## config.mk

```make
export PLATFORM = sky130hd
export DESIGN_NAME = regfile_read_arbiter_flat
export DESIGN_NICKNAME = d
export VERILOG_FILES = /design/src/rtl/regfile_pkg.sv /design/src/rtl/regfile_read_arbiter_if.sv /design/src/rtl/regfile_read_arbiter_rr.sv /design/src/rtl/regfile_read_arbiter.sv /design/src/flat_wrapper.sv
export SDC_FILE = /design/constraint.sdc
export NUM_CORES = 1
export LEC_CHECK = 0
export ABC_AREA = 1
export CAP_MARGIN = 10
export CORE_ASPECT_RATIO = 1.5
export CORE_MARGIN = 2
export CORE_UTILIZATION = 30
export CTS_CLUSTER_SIZE = 20
export DETAILED_ROUTE_END_ITERATION = 10
export HOLD_SLACK_MARGIN = 0.05
export PLACE_DENSITY = 0.66
export SLEW_MARGIN = 0
export SYNTH_ARGS = -nofsm -noshare
export SYNTH_HDL_FRONTEND = slang
export SYNTH_SLANG_ARGS = --single-unit
```

## constraint.sdc

```tcl
create_clock -name clk -period 4 [get_ports clk]
set_input_delay 0.8 -clock clk [delete_from_list [all_inputs] [get_ports clk]]
set_output_delay 0.8 -clock clk [all_outputs]
set_load 0.005 [all_outputs]
```

## src/rtl/regfile_pkg.sv

```systemverilog
// Shared constants and response record for the register-file read arbiter.
package regfile_pkg;

  localparam int unsigned REG_COUNT = 32;
  localparam int unsigned ADDR_W    = 5;
  localparam int unsigned DATA_W    = 64;
  localparam int unsigned ID_W      = 3;
  localparam logic [ADDR_W-1:0] XZR_ADDR = 5'd31;

  // The id field is sized for the largest supported requester count (8)
  typedef struct packed {
    logic [ID_W-1:0]   id;
    logic [DATA_W-1:0] data1;
    logic [DATA_W-1:0] data2;
  } rsp_t;

endpackage

```

## src/rtl/regfile_read_arbiter_if.sv

```systemverilog
// Request/response bundle between requesters, their consumer and the read arbiter.
interface regfile_read_arbiter_if #(
  parameter int NUM_REQ = 4,
  parameter int DATA_W  = 64,
  parameter int ADDR_W  = 5
);
  localparam int IDW = (NUM_REQ > 1) ? $clog2(NUM_REQ) : 1;

  logic [NUM_REQ-1:0]             req_valid;
  logic [NUM_REQ-1:0]             req_ready;
  logic [NUM_REQ-1:0][ADDR_W-1:0] req_ra1;
  logic [NUM_REQ-1:0][ADDR_W-1:0] req_ra2;
  logic                           rsp_valid;
  logic                           rsp_ready;
  logic [IDW-1:0]                 rsp_id;
  logic [DATA_W-1:0]              rsp_data1;
  logic [DATA_W-1:0]              rsp_data2;

  modport master (
    output req_valid, req_ra1, req_ra2, rsp_ready,
    input  req_ready, rsp_valid, rsp_id, rsp_data1, rsp_data2
  );

  modport slave (
    input  req_valid, req_ra1, req_ra2, rsp_ready,
    output req_ready, rsp_valid, rsp_id, rsp_data1, rsp_data2
  );
endinterface

```

## src/rtl/regfile_read_arbiter_rr.sv

```systemverilog
// Rotating-priority scan: first requester at or after ptr, wrapping at N.
module rr_arbiter #(
  parameter int N  = 4,
  parameter int IW = (N > 1) ? $clog2(N) : 1
) (
  input  logic [N-1:0]  req,
  input  logic [IW-1:0] ptr,
  input  logic          enable,
  output logic [N-1:0]  grant,
  output logic [IW-1:0] grant_idx
);

  logic        found;
  int unsigned idx;

  always_comb begin
    grant     = '0;
    grant_idx = '0;
    found     = 1'b0;
    idx       = 0;
    if (enable) begin
      for (int unsigned k = 0; k < N; k++) begin
        idx = (32'(ptr) + k) % N;
        if (!found && req[idx]) begin
          found      = 1'b1;
          grant[idx] = 1'b1;
          grant_idx  = IW'(idx);
        end
      end
    end
  end

endmodule

```

## src/rtl/regfile_read_arbiter.sv

```systemverilog
// Round-robin sharing of the register file read ports with a one-entry response register.
// Optional write-to-read forwarding is enabled by defining REGFILE_ARB_BYPASS_EN.
module regfile_read_arbiter
  import regfile_pkg::*;
#(
  parameter int NUM_REQ = 4,
  parameter int DATA_W  = 64,
  parameter int ADDR_W  = 5
) (
  input  logic                 clk,
  input  logic                 reset_n,
  regfile_read_arbiter_if.slave bus,
  output logic [ADDR_W-1:0]    rf_readRegister1,
  output logic [ADDR_W-1:0]    rf_readRegister2,
`ifdef REGFILE_ARB_BYPASS_EN
  input  logic                 wr_en,
  input  logic [ADDR_W-1:0]    wr_addr,
  input  logic [DATA_W-1:0]    wr_data,
`endif
  input  logic [DATA_W-1:0]    rf_readData1,
  input  logic [DATA_W-1:0]    rf_readData2
);

  localparam int IDW = (NUM_REQ > 1) ? $clog2(NUM_REQ) : 1;

  logic [NUM_REQ-1:0] grant;
  logic [IDW-1:0]     win_idx;
  logic [IDW-1:0]     rr_ptr;
  logic               rsp_valid_q;
  rsp_t               rsp_q;
  logic               can_accept;
  logic               accept;
  logic [ADDR_W-1:0]  ra1, ra2;
  logic [DATA_W-1:0]  d1, d2;

  assign can_accept = !rsp_valid_q || bus.rsp_ready;

  rr_arbiter #(.N(NUM_REQ), .IW(IDW)) u_arb (
    .req       (bus.req_valid),
    .ptr       (rr_ptr),
    .enable    (can_accept),
    .grant     (grant),
    .grant_idx (win_idx)
  );

  // grant is only ever set on a valid requester, so any grant bit is an accept
  assign accept        = |grant;
  assign bus.req_ready = grant;

  always_comb begin
    ra1 = '0;
    ra2 = '0;
    if (accept) begin
      ra1 = bus.req_ra1[win_idx];
      ra2 = bus.req_ra2[win_idx];
    end
  end

  assign rf_readRegister1 = ra1;
  assign rf_readRegister2 = ra2;

  always_comb begin
    d1 = rf_readData1;
    d2 = rf_readData2;
`ifdef REGFILE_ARB_BYPASS_EN
    if (wr_en && wr_addr == ra1) d1 = wr_data;
    if (wr_en && wr_addr == ra2) d2 = wr_data;
`endif
    if (ra1 == XZR_ADDR) d1 = '0;
    if (ra2 == XZR_ADDR) d2 = '0;
  end

  always_ff @(posedge clk or negedge reset_n) begin
    if (!reset_n) begin
      rsp_valid_q <= 1'b0;
      rsp_q       <= '0;
      rr_ptr      <= '0;
    end else if (accept) begin
      rsp_valid_q <= 1'b1;
      rsp_q.id    <= ID_W'(win_idx);
      rsp_q.data1 <= d1;
      rsp_q.data2 <= d2;
      rr_ptr      <= (win_idx == IDW'(NUM_REQ - 1)) ? '0 : win_idx + 1'b1;
    end else if (bus.rsp_ready) begin
      rsp_valid_q <= 1'b0;
    end
  end

  assign bus.rsp_valid = rsp_valid_q;
  assign bus.rsp_id    = IDW'(rsp_q.id);
  assign bus.rsp_data1 = rsp_q.data1;
  assign bus.rsp_data2 = rsp_q.data2;

endmodule

```

## src/flat_wrapper.sv

```systemverilog
// flat-port wrapper written by rule: the top's interface ports become plain ports
module regfile_read_arbiter_flat import regfile_pkg::*;
#(
  parameter int NUM_REQ = 4,
  parameter int DATA_W  = 64,
  parameter int ADDR_W  = 5
)
  (clk, reset_n, rf_readRegister1, rf_readRegister2, rf_readData1, rf_readData2, bus_req_valid, bus_req_ra1, bus_req_ra2, bus_rsp_ready, bus_req_ready, bus_rsp_valid, bus_rsp_id, bus_rsp_data1, bus_rsp_data2);
  regfile_read_arbiter_if #(.NUM_REQ(NUM_REQ), .DATA_W(DATA_W), .ADDR_W(ADDR_W)) bus_i ();
  input  logic clk;
  input  logic reset_n;
  output logic [ADDR_W-1:0] rf_readRegister1;
  output logic [ADDR_W-1:0] rf_readRegister2;
  input  logic [DATA_W-1:0] rf_readData1;
  input  logic [DATA_W-1:0] rf_readData2;
  input wire logic [$bits(bus_i.req_valid)-1:0] bus_req_valid;
  input wire logic [$bits(bus_i.req_ra1)-1:0] bus_req_ra1;
  input wire logic [$bits(bus_i.req_ra2)-1:0] bus_req_ra2;
  input wire logic [$bits(bus_i.rsp_ready)-1:0] bus_rsp_ready;
  output wire logic [$bits(bus_i.req_ready)-1:0] bus_req_ready;
  output wire logic [$bits(bus_i.rsp_valid)-1:0] bus_rsp_valid;
  output wire logic [$bits(bus_i.rsp_id)-1:0] bus_rsp_id;
  output wire logic [$bits(bus_i.rsp_data1)-1:0] bus_rsp_data1;
  output wire logic [$bits(bus_i.rsp_data2)-1:0] bus_rsp_data2;
  assign bus_i.req_valid = bus_req_valid;
  assign bus_i.req_ra1 = bus_req_ra1;
  assign bus_i.req_ra2 = bus_req_ra2;
  assign bus_i.rsp_ready = bus_rsp_ready;
  assign bus_req_ready = bus_i.req_ready;
  assign bus_rsp_valid = bus_i.rsp_valid;
  assign bus_rsp_id = bus_i.rsp_id;
  assign bus_rsp_data1 = bus_i.rsp_data1;
  assign bus_rsp_data2 = bus_i.rsp_data2;
  regfile_read_arbiter #(.NUM_REQ(NUM_REQ), .DATA_W(DATA_W), .ADDR_W(ADDR_W)) u_core (.clk(clk), .reset_n(reset_n), .bus(bus_i), .rf_readRegister1(rf_readRegister1), .rf_readRegister2(rf_readRegister2), .rf_readData1(rf_readData1), .rf_readData2(rf_readData2));
endmodule
```

Word-level counts from Yosys, hierarchy flattened

Index checks and enable logic that the tools add are counted.

Equal/unequal tests: 3
Reduce and logical (&&, ||, !) cells: 14
Mux-type cells: 46
Order comparisons: 9
Add/subtract/negate cells: 4
Bitwise logic cells: 3

Operators by type and width:

| kind                | count |
|---|---|
| $mux 64             | 2 |
| $mux 4              | 8 |
| $bmux 5 s2          | 2 |
| $mux 5              | 4 |
| $mux 1              | 16 |
| $lt 2x3->1 const B  | 5 |
| $mux 2              | 6 |
| $or 4x4->4          | 3 |
| $eq 5x5->1 const B  | 2 |
| $bmux 1 s2          | 4 |
| $demux 1 s2         | 4 |
| $ge 2x1->1 const B  | 4 |
| $logic_and 1x1->1   | 7 |
| $add 2x1->2 const B | 2 |
| $add 2x2->2 const B | 2 |
| $logic_not 1->1     | 4 |
| $reduce_or 4->1     | 1 |
| $eq 2x2->1 const B  | 1 |
| $reduce_bool 2->1   | 1 |
| $logic_or 1x1->1    | 1 |

Register bits: 133
Output and inout bits: 145

Depth between registers and ports, before layout

Depth in word-level cells: 21
Depth in mapped cells: 20
Gate-level depth less buffers: 18

Hierarchy

Synthesis repeated with hierarchy kept, for this count alone.

Cell total of the unflattened synthesis: 1015
Area total of the unflattened synthesis: 7135.6 um^2

By module, submodules not included:

| module               | cells each | area each (um^2) | instances | seq. area each (um^2) |
|---|---|---|---|---|
| regfile_read_arbiter | 927        | 6595.1           | 1         | 3328.2 |
| rr_arbiter           | 88         | 540.5            | 1         | 0.0 |

Worst setup path before layout

OpenSTA, ideal clock, no wires.

Kind: register to output
Start point: reg u_core.rr_ptr[0]
End point: out rf_readRegister1[3]
Path slack: 0.832 ns
Arrival: 2.368 ns
Cell stages (with the launch flop): 16
Cells stage by stage: dfrtp_1 > inv_2 > ha_1 > inv_1 > nand3_1 > nand2_2 > nand2_1 > nor2_1 > nand2_1 > nand3_1 > o21ai_1 > nand2_1 > inv_2 > buf_2 > buf_2 > a21oi_1

Longest elaborated chain between the ends: 19

Ends and longest elaborated chain:

| item                                                                | line                       | RTL |
|---|---|---|
| from (decl)                                                         | regfile_read_arbiter.sv:28 | `logic [IDW-1:0] rr_ptr;` |
| from (signal assigned)                                              | regfile_read_arbiter.sv:83 | `rr_ptr <= (win_idx == IDW'(NUM_REQ - 1)) ? '0 : win_idx + 1'b1;` |
| parallel branches: the longest is 18 deep, another holds $lt 2x3->1 | --                         |  |
| $mux 5 *                                                            | regfile_read_arbiter.sv:53 | `if (accept) begin` |
| to (decl)                                                           | flat_wrapper.sv:12         | `output logic [ADDR_W-1:0] rf_readRegister1;` |

Mark *: on every way between the ends. The select of a mux whose other input is x is not followed.

Worst setup path in the final report

Start point: in bus_req_valid[3]
End point: out rf_readRegister1[2]

Longest elaborated chain between the ends: 19

Ends and longest elaborated chain:

| item                         | line                          | RTL |
|---|---|---|
| from (decl)                  | flat_wrapper.sv:16            | `input wire logic [$bits(bus_i.req_valid)-1:0] bus_req_valid;` |
| $bmux 1 s2                   | regfile_read_arbiter_rr.sv:24 | `if (!found && req[idx]) begin` |
| $mux 1 (implied by the code) | regfile_read_arbiter_rr.sv:24 |  |
| $mux 1                       | regfile_read_arbiter_rr.sv:24 |  |
| $mux 1                       | regfile_read_arbiter_rr.sv:21 | `if (enable) begin` |
| $logic_not 1->1              | regfile_read_arbiter_rr.sv:24 |  |
| $logic_and 1x1->1            | regfile_read_arbiter_rr.sv:24 |  |
| $mux 1                       | regfile_read_arbiter_rr.sv:24 |  |
| $mux 1                       | regfile_read_arbiter_rr.sv:21 |  |
| [... 3 more ...]             | --                            |  |
| $mux 1                       | regfile_read_arbiter_rr.sv:21 |  |
| $logic_not 1->1              | regfile_read_arbiter_rr.sv:24 |  |
| $logic_and 1x1->1            | regfile_read_arbiter_rr.sv:24 |  |
| $mux 2                       | regfile_read_arbiter_rr.sv:24 |  |
| $mux 2                       | regfile_read_arbiter_rr.sv:21 |  |
| $bmux 5 s2                   | regfile_read_arbiter.sv:54    | `ra1 = bus.req_ra1[win_idx];` |
| $mux 5 (implied by the code) | regfile_read_arbiter.sv:54    |  |
| $mux 5 *                     | regfile_read_arbiter.sv:53    |  |

Every way passes the cells marked *; elsewhere a longest branch is shown, timed or not. The select of a mux whose other input is x is not followed.

==> metrics.md <==
| Metric | Value |
|---|---|
| Post-synthesis sequential area ratio | `45.9%` |
| Clk_skew | `about 0.0095 ns` |
| Pins over their slew limit | `0` |
| Root Driver | `clkbuf_16` |
| Post-DP HPWL | `roughly 17,000 um` |
| Grt ovf | `0` |
| Fin crit share | `97.1%` |
| Crit path max fanout | `8` |
| H-Tree Depth | `4` |
| Area contributors post-synth | `dfrtp_1 46%, nand2_1 24%, inv_1 9.8%, nor2_1 6.9%, buf_2 2.3%` |
| Clock slew at reported path FFs | `0.06 ns` |
| Psw | `between 5 and 6 mW` |
| Initial antenna violation count | `2` |
| CTS Sinks | `133` |
| Clock network fraction of total power | `13.5%` |
| Most common cell after layout, fill and taps aside | `nand2_1` |
| CTS tree | `built` |
| Final hold slack | `~0.47 ns` |
| Die span in x | `131 um` |
| Num rows | `69` |
| Num CTS Buffers | `17` |
| Max cap viols | `0` |
| Layout Nets | `1,574` |
| Final GP Congestion | `about 0.90` |
| Overall Global Routing Usage | `a little under a fifth` |
| Yosys top cell area share | `45.9%` |
| Fin util | `between 40 and 50%` |
| Final non-filler cell total | `between 1,500 and 2,000` |
| Worst skew pair latency | `0.42 ns` |
| Slew headroom | `between 30 and 40%` |
| Sw Ratio | `44.3%` |
| Core area | `0.0237 mm^2` |
| Crit-path cells | `clkdlybuf4s50_1 -> inv_1 -> nand2_2 -> nand3_4 -> nand2_4 -> buf_4 -> nand2_1 -> a21boi_1 -> nand3_1 -> o21ai_1 -> nand2_2 -> buf_6 -> nand2_1 -> inv_1 -> clkdlybuf4s50_1` |
| Reg-to-reg critical path endpoint | `u_core.bus.rsp_data2[13]` |
| WS Path Type | `in -> out` |
| Die area | `0.0254 mm^2` |
| Combinational fraction of design power | `65.0%` |
| Routed length per instance | `13.7 um` |
| Synthesized cell area | `0.00724 mm^2` |
| Placed cells | `1,685` |
| R2r setup slk | `~0.88 ns` |
| DRC Markers | `0` |
| Power per cell area | `1000 mW/mm^2` |
| Syn_area_per_cell | `6.78 um^2` |
| IO Count | `320` |
| Synth Register Bits | `133` |
| Sequential Power Share | `21.5%` |
| Internal power | `6.44 mW` |
| CTS max path bufs | `2` |
| Leakage | `about 6.4 nW` |
| DR vias | `7,261` |
| Vias in the first global route | `approximately 7,000` |
| Fmax | `257 MHz` |
| Critical Path AT | `3.09 ns` |
| Syn_nets | `about 1,300` |
| Most frequent cells in the layout | `454 x nand2_1, 310 x clkdlybuf4s50_1, 189 x inv_1` |
| Fillcell total | `approximately 2,400` |
| Fin Setup TNS | `0 ns` |
| Multi-input logic area | `roughly 0.0030 mm^2` |
| FF-to-FF path depth | `16` |
| Crit end category | `output pin` |
| DRT antenna net count | `0` |
| R2r startpoint | `u_core.rr_ptr[0]` |
| Share of layout cells above drive strength 1 | `7.19%` |
| Status | `finished, final reports clean` |
| Worst EP required | `about 3.2 ns` |
| Die H | `between 150 and 200 um` |
| Reg area | `between 0.003 and 0.004 mm^2` |
| Count of final setup violators | `0` |
| Initial DRC count | `337` |
| Port buffer count | `319` |
| Cell accounting for the most synthesized area | `dfrtp_1` |
| Synth warn | `0` |
| Worst hold path type | `in -> async` |
| Worst vdd ir | `approximately 1500 uV` |
| DRT Pass-1 Iters | `6` |
| Slowest-stage cell, CP | `clkdlybuf4s50_1` |
| Slew @ Worst Pin | `roughly 0.94 ns` |
| First-pass GRT wire length | `36,400 um` |
| Via-to-Cell Ratio | `4.21` |
| Peak per-stage delay on the critical path | `0.43 ns` |
| Final Hold Fails | `0` |
| Yosys cell types | `26` |
| Area growth syn-to-layout | `59.5%` |
| Final min period | `just under 4 ns` |
| Post-Route WL | `23,700 um` |
| Largest net degree at the start of global routing | `160` |
| Synth Instances | `1,069` |
| # hold bufs at CTS | `0` |
| Setup crit start kind | `input pin` |
| Initial Util | `30.5%` |
-- per-layer routing --
metal	vias up	wire (um)	track usage, %
met5	-	0	0
met4	0	813	8.39
li1	3738	-	-
met3	41	1410	3.94
met1	3247	9270	20.6
met2	235	12200	32.9
-- worst max path at each step --
stage                           from                   to  slack (ns)
finish              bus_req_valid[3]  rf_readRegister1[2]        0.11
detailed placement  bus_req_valid[3]  rf_readRegister2[4]       -0.03
global placement    bus_req_valid[3]  rf_readRegister2[4]        0.02
CTS                 bus_req_valid[3]  rf_readRegister1[0]        0.03
floorplan           u_core.rr_ptr[0]  rf_readRegister1[3]        0.83
global route        bus_req_valid[3]  rf_readRegister2[0]       -0.08
-- logic make-up (layout without fill, tap and decap cells) --
group	after synthesis	count (layout)	synth area share, %
buffers and inverters	245	580	14.6
DFF	133	133	45.9
AOI/OAI and AO/OA	17	17	1.36
other	0	2	0
and+or+nand+nor	666	666	36.7
adders and majority gates	8	8	1.38
-- repair_timing --
| item | in CTS | in global routing |
|---|---|---|
| buffers inserted | 0 | 6 |
| setup endpoints to repair | 8 | 10 |
| gates cloned | 0 | 0 |
| resized for setup | 4 | 33 |
| pin swaps | 0 | 12 |
| hold endpoints to repair | 0 | 0 |
-- metrics by stage --
stage / power (mW) / instance area, um^2 / setup slack (ns)
2_1_floorplan: 6.72 / 7240 / 0.832
3_3_place_gp: 9.73 / 10800 / 0.0235
3_5_place_dp: 9.87 / 10800 / -0.0299
4_1_cts: 11.5 / 11400 / 0.0298
5_1_grt: 12.7 / 11500 / -0.0787
6_report: 11.6 / 11500 / 0.114
-- power by group through the flow --
stage	Clock (mW)	Sequential, mW	Combinational [mW]
2_1_floorplan	0	2.56	4.16
3_3_place_gp	0	2.47	7.26
3_5_place_dp	0	2.49	7.38
4_1_cts	1.61	2.48	7.44
5_1_grt	1.67	2.57	8.48
6_report	1.56	2.48	7.51
-- synthesized netlist by cell type --
library cell and count:
nand2_1 465, inv_1 190, dfrtp_1 133, nor2_1 133
buf_2 33, nand3_1 32, nand4_1 23, buf_6 12
ha_1 8, a21oi_1 5, clkbuf_1 4, nor2_2 4
inv_2 3, nand2_4 3, nand3_2 3, o21ai_0 3
o21ai_1 3, a21boi_1 2, buf_1 2, nand2_2 2
a21boi_0 1, a22oi_1 1, a31oi_1 1, buf_4 1
nor2_4 1, o21a_1 1
-- state kept, by name (all words and copies together) (netlist names) --
register	cells
u_core.bus.rsp_data1	64
u_core.bus.rsp_data2	64
u_core.bus.rsp_id	2
u_core.bus.rsp_valid	1
u_core.rr_ptr	2
-- critical path, delay by kind of cell --
| family | cells | cell delay [ns] |
|---|---|---|
| AOI/OAI and AO/OA | 2 | 0.36 |
| and+or+nand+nor | 7 | 0.65 |
| buffers and inverters | 6 | 1.27 |
-- cell type report --
| type | count | area share [%] |
|---|---|---|
| Timing Repair Buffer | 355 | 30.8 |
| Sequential cell | 133 | 28.8 |
| Multi-Input combinational cell | 691 | 25.5 |
| Inverter | 193 | 6.36 |
| Clock buffer | 22 | 3.93 |
| Tap cell | 319 | 3.46 |
| Clock inverter | 10 | 1.07 |
| Antenna cell | 2 | 0.0433 |
Note: power is estimated with default switching activity, not from simulation.
